===== src/rtl/disp_pkg.sv =====
// Shared constants and scan state encoding for the seven-segment scan controller.
package disp_pkg;

    localparam logic [2:0] SYM_ONE       = 3'b000;
    localparam logic [2:0] SYM_TWO       = 3'b001;
    localparam logic [2:0] SYM_THREE     = 3'b010;
    localparam logic [2:0] SYM_LEGAL_MAX = SYM_THREE;

    typedef logic [1:0] scan_state_t;
    localparam scan_state_t ST_IDLE  = 2'd0;
    localparam scan_state_t ST_BLANK = 2'd1;
    localparam scan_state_t ST_SHOW  = 2'd2;

    function automatic logic sym_legal(input logic [2:0] sym);
        return sym <= SYM_LEGAL_MAX;
    endfunction

endpackage


===== src/rtl/scan_timer.sv =====
// Up-counter with terminal-count compare; restarts from zero on terminal count or clear.
module scan_timer #(
    parameter int W = 1
) (
    input  logic         clk,
    input  logic         resetn,
    input  logic         clr_i,
    input  logic         en_i,
    input  logic [W-1:0] term_i,
    output logic         done_o
);

    logic [W-1:0] count_q, count_d;

    assign done_o = en_i && (count_q == term_i);

    always_comb begin
        count_d = count_q;
        if (clr_i || done_o) begin
            count_d = '0;
        end else if (en_i) begin
            count_d = count_q + W'(1);
        end
    end

    always_ff @(posedge clk) begin
        if (!resetn) begin
            count_q <= '0;
        end else begin
            count_q <= count_d;
        end
    end

endmodule


===== src/rtl/display_scan_ctrl.sv =====
// Scans NUM_DIGITS seven-segment digits over one shared decoder, with a blanking
// gap before every digit and double-buffered symbols committed only at frame wrap.
module display_scan_ctrl
    import disp_pkg::*;
#(
    parameter int NUM_DIGITS   = 3,
    parameter int DWELL_CYCLES = 50000,
    parameter int BLANK_CYCLES = 500
) (
    input  logic                    clk,
    input  logic                    resetn,
    input  logic                    enable,
    input  logic                    load,
    input  logic [3*NUM_DIGITS-1:0] sym_in,
    input  logic [NUM_DIGITS-1:0]   valid_in,
    output logic [2:0]              seg_sym,
    output logic                    seg_blank,
    output logic [NUM_DIGITS-1:0]   an_n,
    output logic                    frame_tick
);

    localparam int IW   = (NUM_DIGITS > 1) ? $clog2(NUM_DIGITS) : 1;
    localparam int TMAX = (DWELL_CYCLES > BLANK_CYCLES) ? DWELL_CYCLES : BLANK_CYCLES;
    localparam int TW   = (TMAX > 1) ? $clog2(TMAX) : 1;

    scan_state_t state_q, state_d;
    logic [IW-1:0] idx_q, idx_d;
    logic [NUM_DIGITS-1:0][2:0] act_sym_q, act_sym_d, pend_sym_q, pend_sym_d;
    logic [NUM_DIGITS-1:0] act_vld_q, act_vld_d, pend_vld_q, pend_vld_d;
    logic [NUM_DIGITS-1:0] an_n_q, an_n_d;
    logic [2:0] seg_sym_q, seg_sym_d;
    logic seg_blank_q, seg_blank_d, frame_tick_q, frame_tick_d;
    logic timer_clr, timer_en, timer_done, commit, lit_d;
    logic [TW-1:0] timer_term;

    assign timer_en   = enable && (state_q != ST_IDLE);
    assign timer_term = (state_q == ST_SHOW) ? TW'(DWELL_CYCLES - 1) : TW'(BLANK_CYCLES - 1);

    scan_timer #(.W(TW)) u_timer (
        .clk    (clk),
        .resetn (resetn),
        .clr_i  (timer_clr),
        .en_i   (timer_en),
        .term_i (timer_term),
        .done_o (timer_done)
    );

    always_comb begin
        state_d      = state_q;
        idx_d        = idx_q;
        timer_clr    = 1'b0;
        commit       = 1'b0;
        frame_tick_d = 1'b0;
        if (!enable) begin
            state_d   = ST_IDLE;
            idx_d     = '0;
            timer_clr = 1'b1;
        end else begin
            case (state_q)
                ST_IDLE: begin
                    state_d   = ST_BLANK;
                    idx_d     = '0;
                    timer_clr = 1'b1;
                    commit    = 1'b1;
                end
                ST_BLANK: if (timer_done) state_d = ST_SHOW;
                ST_SHOW: if (timer_done) begin
                    state_d = ST_BLANK;
                    if (idx_q == IW'(NUM_DIGITS - 1)) begin
                        idx_d        = '0;
                        commit       = 1'b1;
                        frame_tick_d = 1'b1;
                    end else begin
                        idx_d = idx_q + IW'(1);
                    end
                end
                default: state_d = ST_IDLE;
            endcase
        end
    end

    // Commit takes the registered pending copy; a load on the same edge lands in pending only.
    always_comb begin
        pend_sym_d = pend_sym_q;
        pend_vld_d = pend_vld_q;
        if (load) begin
            pend_sym_d = sym_in;
            pend_vld_d = valid_in;
        end
        act_sym_d = commit ? pend_sym_q : act_sym_q;
        act_vld_d = commit ? pend_vld_q : act_vld_q;
    end

    // Outputs are registered from next-state values so they line up with the state.
    always_comb begin
        lit_d       = (state_d == ST_SHOW) && act_vld_d[idx_d] && sym_legal(act_sym_d[idx_d]);
        an_n_d      = lit_d ? ~(NUM_DIGITS'(1) << idx_d) : '1;
        seg_blank_d = !lit_d;
        seg_sym_d   = (state_d == ST_IDLE) ? seg_sym_q : act_sym_d[idx_d];
    end

    always_ff @(posedge clk) begin
        if (!resetn) begin
            state_q      <= ST_IDLE;
            idx_q        <= '0;
            act_sym_q    <= {NUM_DIGITS{SYM_ONE}};
            act_vld_q    <= '0;
            pend_sym_q   <= {NUM_DIGITS{SYM_ONE}};
            pend_vld_q   <= '0;
            an_n_q       <= '1;
            seg_sym_q    <= SYM_ONE;
            seg_blank_q  <= 1'b1;
            frame_tick_q <= 1'b0;
        end else begin
            state_q      <= state_d;
            idx_q        <= idx_d;
            act_sym_q    <= act_sym_d;
            act_vld_q    <= act_vld_d;
            pend_sym_q   <= pend_sym_d;
            pend_vld_q   <= pend_vld_d;
            an_n_q       <= an_n_d;
            seg_sym_q    <= seg_sym_d;
            seg_blank_q  <= seg_blank_d;
            frame_tick_q <= frame_tick_d;
        end
    end

    assign an_n       = an_n_q;
    assign seg_sym    = seg_sym_q;
    assign seg_blank  = seg_blank_q;
    assign frame_tick = frame_tick_q;

endmodule


===== config.mk =====
export PLATFORM = sky130hd
export DESIGN_NAME = display_scan_ctrl
export DESIGN_NICKNAME = d
export VERILOG_FILES = /design/src/rtl/disp_pkg.sv /design/src/rtl/scan_timer.sv /design/src/rtl/display_scan_ctrl.sv
export SDC_FILE = /design/constraint.sdc
export NUM_CORES = 1
export LEC_CHECK = 0
export ABC_AREA = 1
export BUFFER_PORTS_ARGS = -buffer_cell sky130_fd_sc_hd__buf_2
export CORE_MARGIN = 10
export CORE_UTILIZATION = 62
export DETAILED_ROUTE_END_ITERATION = 8
export PLACE_DENSITY_LB_ADDON = 0.1
export RECOVER_POWER = 25
export SLEW_MARGIN = 0
export SYNTH_ARGS = -nofsm -noshare
export SYNTH_HDL_FRONTEND = slang
export SYNTH_SLANG_ARGS = --single-unit

===== constraint.sdc =====
create_clock -name clk -period 4.9 [get_ports clk]
set_clock_uncertainty 0.2 [all_clocks]
set_input_delay 0.245 -clock clk [delete_from_list [all_inputs] [get_ports clk]]
set_output_delay 0.245 -clock clk [all_outputs]
set_load 0.02 [all_outputs]

* After elaboration in Yosys (flattened, before gate mapping)
Cells that the tools add are included.
Cells by class: bitwise logic cells 2, shift-type cells 1, $lt $le $gt $ge 2, div/mod/pow operators 0, reductions and logical operators 12, eq/ne operators 5, $mul 0, add/subtract/negate cells 2, mux-type cells 21
Operators by type and width (number):
- adder 16 x 1 -> 16 bit, second input constant | 1
- equality test 16 bit | 1
- 2-to-1 mux 16 bit | 1
- 2-to-1 mux 2 bit | 6
- 2-to-1 mux 9 bit | 1
- binary-select mux 3 bit (select 2 bit) | 1
- equality test 2 bit, second input constant | 3
- 2-to-1 mux 1 bit | 6
- 2-to-1 mux 3 bit | 2
- one-hot mux 2 bit (3 select lines) | 1
- logical AND 1 bit | 4
- zero test 2 bit | 2
- one-hot mux 2 bit (2 select lines) | 1
- less-or-equal comparator 3 x 2 -> 1 bit, second input constant | 1
- less-than comparator 2 x 3 -> 1 bit, second input constant | 1
- NOT 3 bit | 1
- AND reduction 3 bit | 1
- left shift 1 x 2 -> 3 bit, first input constant | 1
- adder 2 x 1 -> 2 bit, second input constant | 1
- binary-select mux 1 bit (select 2 bit) | 1
- equality test 2 x 1 -> 1 bit, second input constant | 1
- one-hot mux 1 bit (2 select lines) | 1
- AND reduction 2 bit | 1
- nonzero test 2 bit | 1
- 4 further kinds | 4
Word-level totals: memories 0, input bits 16, latch bits 0, ROM bits 0, logic and storage cells 60, output and inout port bits 8, memory bits (writable) 0, flip-flop bits (word level) 52

* Logic depth before layout (Yosys ltp)
depth after elaboration 13, depth in mapped cells 16, gate-level depth less buffers 16

* Cells and area by module
Synthesis repeated with hierarchy kept, for this count alone.
Second synthesis, totals: cell total of the unflattened synthesis 418, area total of the unflattened synthesis 2768.9 sq um
By module, submodules not included:
- display_scan_ctrl | area an instance 1540.2 sq um, sequential area each 720.7 sq um, cells an instance 213, times used 1
- scan_timer | area an instance 1228.7 sq um, sequential area each 320.3 sq um, cells an instance 205, times used 1

* Worst setup path before layout
No wires, ideal clock.
path kind reg-to-reg, start register u_timer.count_q[0], end register an_n_q[0] (netlist: an_n[0]), path buffers 1, data required time 4571 ps, clock period less this slack 1950 ps, arrival time 1621 ps, cell stages (with the launch flop) 14, slack 2950 ps, setup time 129 ps, cell sequence dfxtp_1 > ha_1 > nand3_4 > nor2_4 > nand3_2 > buf_6 > a21oi_2 > nand2_2 > nand2_1 > inv_2 > nand2_1 > nand3_2 > nor2_4 > nand4_1
Between the ends: longest elaborated chain between the ends 11, elaborated cells on any way between the ends 25, those cells by class order compare (1); eq/ne (2); shift (1); mux (16); bitwise (1); reduce/logical (4)
RTL lines:
- start, declared | RTL line scan_timer.sv:13 | logic [W-1:0] count_q, count_d;
- start signal, assigned | RTL line scan_timer.sv:30 | count_q <= count_d;
- equality test 16 bit (*) | RTL line scan_timer.sv:15 | assign done_o = en_i && (count_q == term_i);
- logical AND 1 bit (*) | RTL line scan_timer.sv:15
- 2-to-1 mux 1 bit | RTL line display_scan_ctrl.sv:67 | ST_SHOW: if (timer_done) begin
- one-hot mux 1 bit (2 select lines) | RTL line display_scan_ctrl.sv:59 | case (state_q)
- 2-to-1 mux 1 bit | RTL line display_scan_ctrl.sv:54 | if (!enable) begin
- 2-to-1 mux 9 bit / 2-to-1 mux 3 bit (equally long branches) | RTL line display_scan_ctrl.sv:90, display_scan_ctrl.sv:91
- binary-select mux 3 bit (select 2 bit) / binary-select mux 1 bit (select 2 bit) (equally long branches) | RTL line display_scan_ctrl.sv:96 | lit_d = (state_d == ST_SHOW) && act_vld_d[idx_d] && sym_legal(act_sym_d[idx_d]);
- 2-to-1 mux 3 bit (not written as such) / 2-to-1 mux 1 bit (equally long branches) | RTL line display_scan_ctrl.sv:96
- less-or-equal comparator 3 x 2 -> 1 bit / logical AND 1 bit (equally long branches) | RTL line disp_pkg.sv:15, display_scan_ctrl.sv:96
- logical AND 1 bit | RTL line display_scan_ctrl.sv:96
- AND reduction 2 bit (no line)
- end signal, assigned | RTL line display_scan_ctrl.sv:121 | an_n_q <= an_n_d;
- end, declared | RTL line display_scan_ctrl.sv:30 | logic [NUM_DIGITS-1:0] an_n_q, an_n_d;
Every way passes the cells marked *; elsewhere a longest branch is shown, timed or not. The select of a mux whose other input is x is not followed. A chain may end at the register's enable or synchronous reset.

* Worst setup path in the final report
start register u_timer.count_q[8], end register an_n_q[1] (netlist: an_n[1])
Same word-level chain as after synthesis.

==> flow_metrics.py <==
metrics = {
    "yosys": {
        "yosys-top-cells-area": "dfxtp_1 (44%), nand2_1 (11%), nor2_1 (9.1%), nand3_1 (4.0%), o21ai_0 (3.4%)",
        "synth_cells": 318,
        "synth_nets": 335,
        "ys_ff_latch": 52,
        "avgSynthCellArea_um2": 7.41,
        "synth_common_cells": "nand2_1 (66), nor2_1 (57), dfxtp_1 (52)",
        "netlist.area_leader.share_pct": 44.2,
        "ys_warn_count": 0,
        "syn_area_mm2": 0.00236,
        "synth_edf_count": 0,
        "ys.flop_type": "dfxtp_1",
        "ys_types": 37,
        "synth_most_common_cell": "nand2_1",
        "synth_top_cell_by_area": "dfxtp_1",
        "yosysSeqAreaShare_pct": 44.2,
        "synthArstFlopShare_pct": 0,
    },
    "detailed_routing": {
        "wire_per_inst_um": 12.8,
        "first_pass_iters": 4,
        "drc": 0,
        "antenna_left": 0,
        "via_count": 2111,
        "viasPerCell": 5.29,
        "wirelength_um": 5090,
        "drt-initial-drc-count": 220,
    },
    "global_routing": {
        "grt_pass1_vias": 1885,
        "gr-total-overflow": 0,
        "grt_pass1_wl_um": 8730,
        "antenna_found_initial": 0,
        "track_usage_pct": 16.4,
        "grt_max_degree": 19,
    },
    "timing": {
        "slew_viol_final": 0,
        "worst_slew_pin_slew_ns": 0.717,
        "fin_crit_ns": 2.38,
        "relSlewSlack_pct": 52.0,
        "fmax_mhz": 420,
        "min_period_over_period_pct": 48.6,
        "rsz0062_at_grt": "no",
        "hold_viol": 0,
        "tns_ns": 0,
        "setup_viol": 0,
    },
    "die": {
        "initial_core_util_pct": 64.4,
        "coreArea_mm2": 0.00366,
        "num_rows": 22,
        "die_w_um": 81.7,
        "die_y_um": 81.7,
        "die_area_mm2": 0.00667,
        "num_io_pins": 24,
    },
    "worst_setup_path": {
        "crit_path_max_fanout": 13,
        "path_cells": "inv_2 -> nor2_1 -> nand3_1 -> nor2_4 -> nand4_1 -> nand2_2 -> nand2_2 -> nand2_1 -> nand2_1 -> nand2_1 -> nand3_1 -> nand2_1 -> nand4_1",
        "crit_top_cell": "nand2_1",
        "crit_path_start": "u_timer.count_q[8]",
        "ff2ff_path_depth": 13,
        "reg2reg_to": "an_n[1]",
        "critical_path_class": "reg -> reg",
        "cp.required_ns": 4.89,
        "cpPeakStageDelay_ns": 0.40,
        "crit_path_end": "an_n[1]",
        "endpoint_kind": "register",
        "r2r_start": "u_timer.count_q[8]",
        "cp-start-kind": "register",
        "worst-endpoint-arrival_ns": 2.37,
        "reg2reg_setup_slack_ns": 2.52,
        "cp_slowest_cell": "dfxtp_1",
    },
    "layout": {
        "final_util_pct": 73.4,
        "drive_gt1_share_pct": 16.5,
        "area_delta_synth_final_pct": 14.1,
        "nets": 367,
        "multi_input_area_mm2": 0.00116,
        "fillers": 286,
        "seqCellArea_mm2": 0.00104,
        "diodes": 0,
    },
    "clock_tree": {
        "cts_tree": "built",
        "cts_htree_levels": 2,
        "cts_setup_buffers": 0,
        "clock_latency_ns": 0.31,
        "clk_pin_slew_worst_paths_ns": 0.10,
        "clockRootBuffer": "clkbuf_8",
        "clock_sinks": 52,
        "cts_resized": 0,
        "numCtsBuffers": 5,
        "max-clock-path-buffers": 2,
    },
    "power_and_ir_drop": {
        "p_leak_nw": 1.11,
        "ir_worst_vdd_mv": 0.193,
        "powerDensity_mw_per_mm2": 284,
    },
    "flow_run": {
        "drv_cap": 0,
    },
    "status": {
        "status": "complete, no violations",
    },
    "min_path": {
        "hp-class": "in -> reg",
    },
    "placement": {
        "place_congestion": 0.934,
        "place.detailed.hpwl_um": 3640,
        "io_buffer_count": 23,
    },
}
## timing repair
| action | in CTS | in global routing |
|---|---|---|
| setup endpoints to repair | 0 | 0 |
| endpoints found under the hold margin | 12 | 0 |
| hold buffers | 12 | 0 |
## power breakdown
part	internal, mW	switching [mW]	total (mW)	leakage, nW
Clock	0.116	0.143	0.258	0.0516
Sequential	0.436	0.00657	0.443	0.424
Combinational	0.0249	0.0369	0.0618	0.633
Total	0.577	0.186	0.763	1.11
## flip-flops by register name (all words and copies together) (netlist names), 3 cells and up
register and flops:
act_sym_q 9, pend_sym_q 9, act_vld_q 3, an_n 3, pend_vld_q 3, seg_sym 3, u_timer.count_q 16
## placed cells by master (no fill, tap or decap), types with 2 or more instances in the layout
cell / instances
xor2_1: 4
nor2_2: 5
inv_2: 5
inv_1: 20
o21ai_0: 16
o31ai_1: 2
dlygate4sd3_1: 12
nor3b_1: 4
nand4_1: 6
buf_2: 20
nor3_1: 4
nand3b_1: 2
nand3_2: 3
clkbuf_8: 6
clkbuf_1: 3
nor3_2: 2
nand2_2: 6
a21oi_1: 15
dfxtp_1: 52
o21ai_1: 3
nand2_1: 66
nand3_1: 19
nor2_4: 3
nor2_1: 57
## cell families (layout without fill, tap and decap cells)
| kind of cell | Yosys count | after routing | synth area share, % |
|---|---|---|---|
| AND/OR/NAND/NOR | 185 | 185 | 38.1 |
| flip-flops | 52 | 52 | 44.2 |
| XOR/XNOR | 5 | 5 | 1.86 |
| buffers and inverters | 36 | 69 | 6.53 |
| adder cells (fa/ha/maj) | 1 | 1 | 0.531 |
| AO/OA/AOI/OAI | 39 | 39 | 8.86 |
## metrics by stage
stage | setup WS, ns | hold slack [ns] | total power, mW | instances | area [um^2]
global route | 2.23 | 0.112 | 0.798 | 399 | 2690
finish | 2.52 | 0.0891 | 0.763 | 399 | 2690
global placement | 2.56 | 0.240 | 0.504 | 379 | 2480
CTS | 2.51 | 0.0834 | 0.766 | 399 | 2690
floorplan | 2.95 | 0.180 | 0.489 | 318 | 2360
detailed placement | 2.52 | 0.258 | 0.505 | 379 | 2480
## routing by layer
metal | vias up | track usage, % | share of wire (%)
met5 | - | 0 | 0
met4 | 0 | 4.76 | 1.2
met1 | 953 | 23.0 | 48
li1 | 1091 | - | -
met2 | 61 | 23.6 | 44
met3 | 6 | 5.13 | 7.2
## area by class of cell
type / count / area share, %
multi-input combinational: 230 / 43.2
sequential: 52 / 38.7
timing repair buffer: 35 / 8.61
inverter: 26 / 3.63
clock buffer: 6 / 3.07
tap: 48 / 2.23
clock inverter: 2 / 0.512
## how the worst min path moves through the flow
stage,end,startpoint,slack [ns],cells after the start
after CTS,state_q[1],enable,0.08,3
after global routing,state_q[1],enable,0.11,3
after floorplan,pend_vld_q[0],valid_in[0],0.18,2
after global placement,u_timer.count_q[0],u_timer.count_q[0],0.24,1
after detailed placement,u_timer.count_q[0],u_timer.count_q[0],0.26,1
final,state_q[1],enable,0.09,3
## worst max-delay path, delay by kind of cell (launching register included)
family / cells / cell delay, ns
DFF: 1 / 0.40
and+or+nand+nor: 12 / 1.61
buffers and inverters: 1 / 0.06
Note: power is estimated with default switching activity, not from simulation.
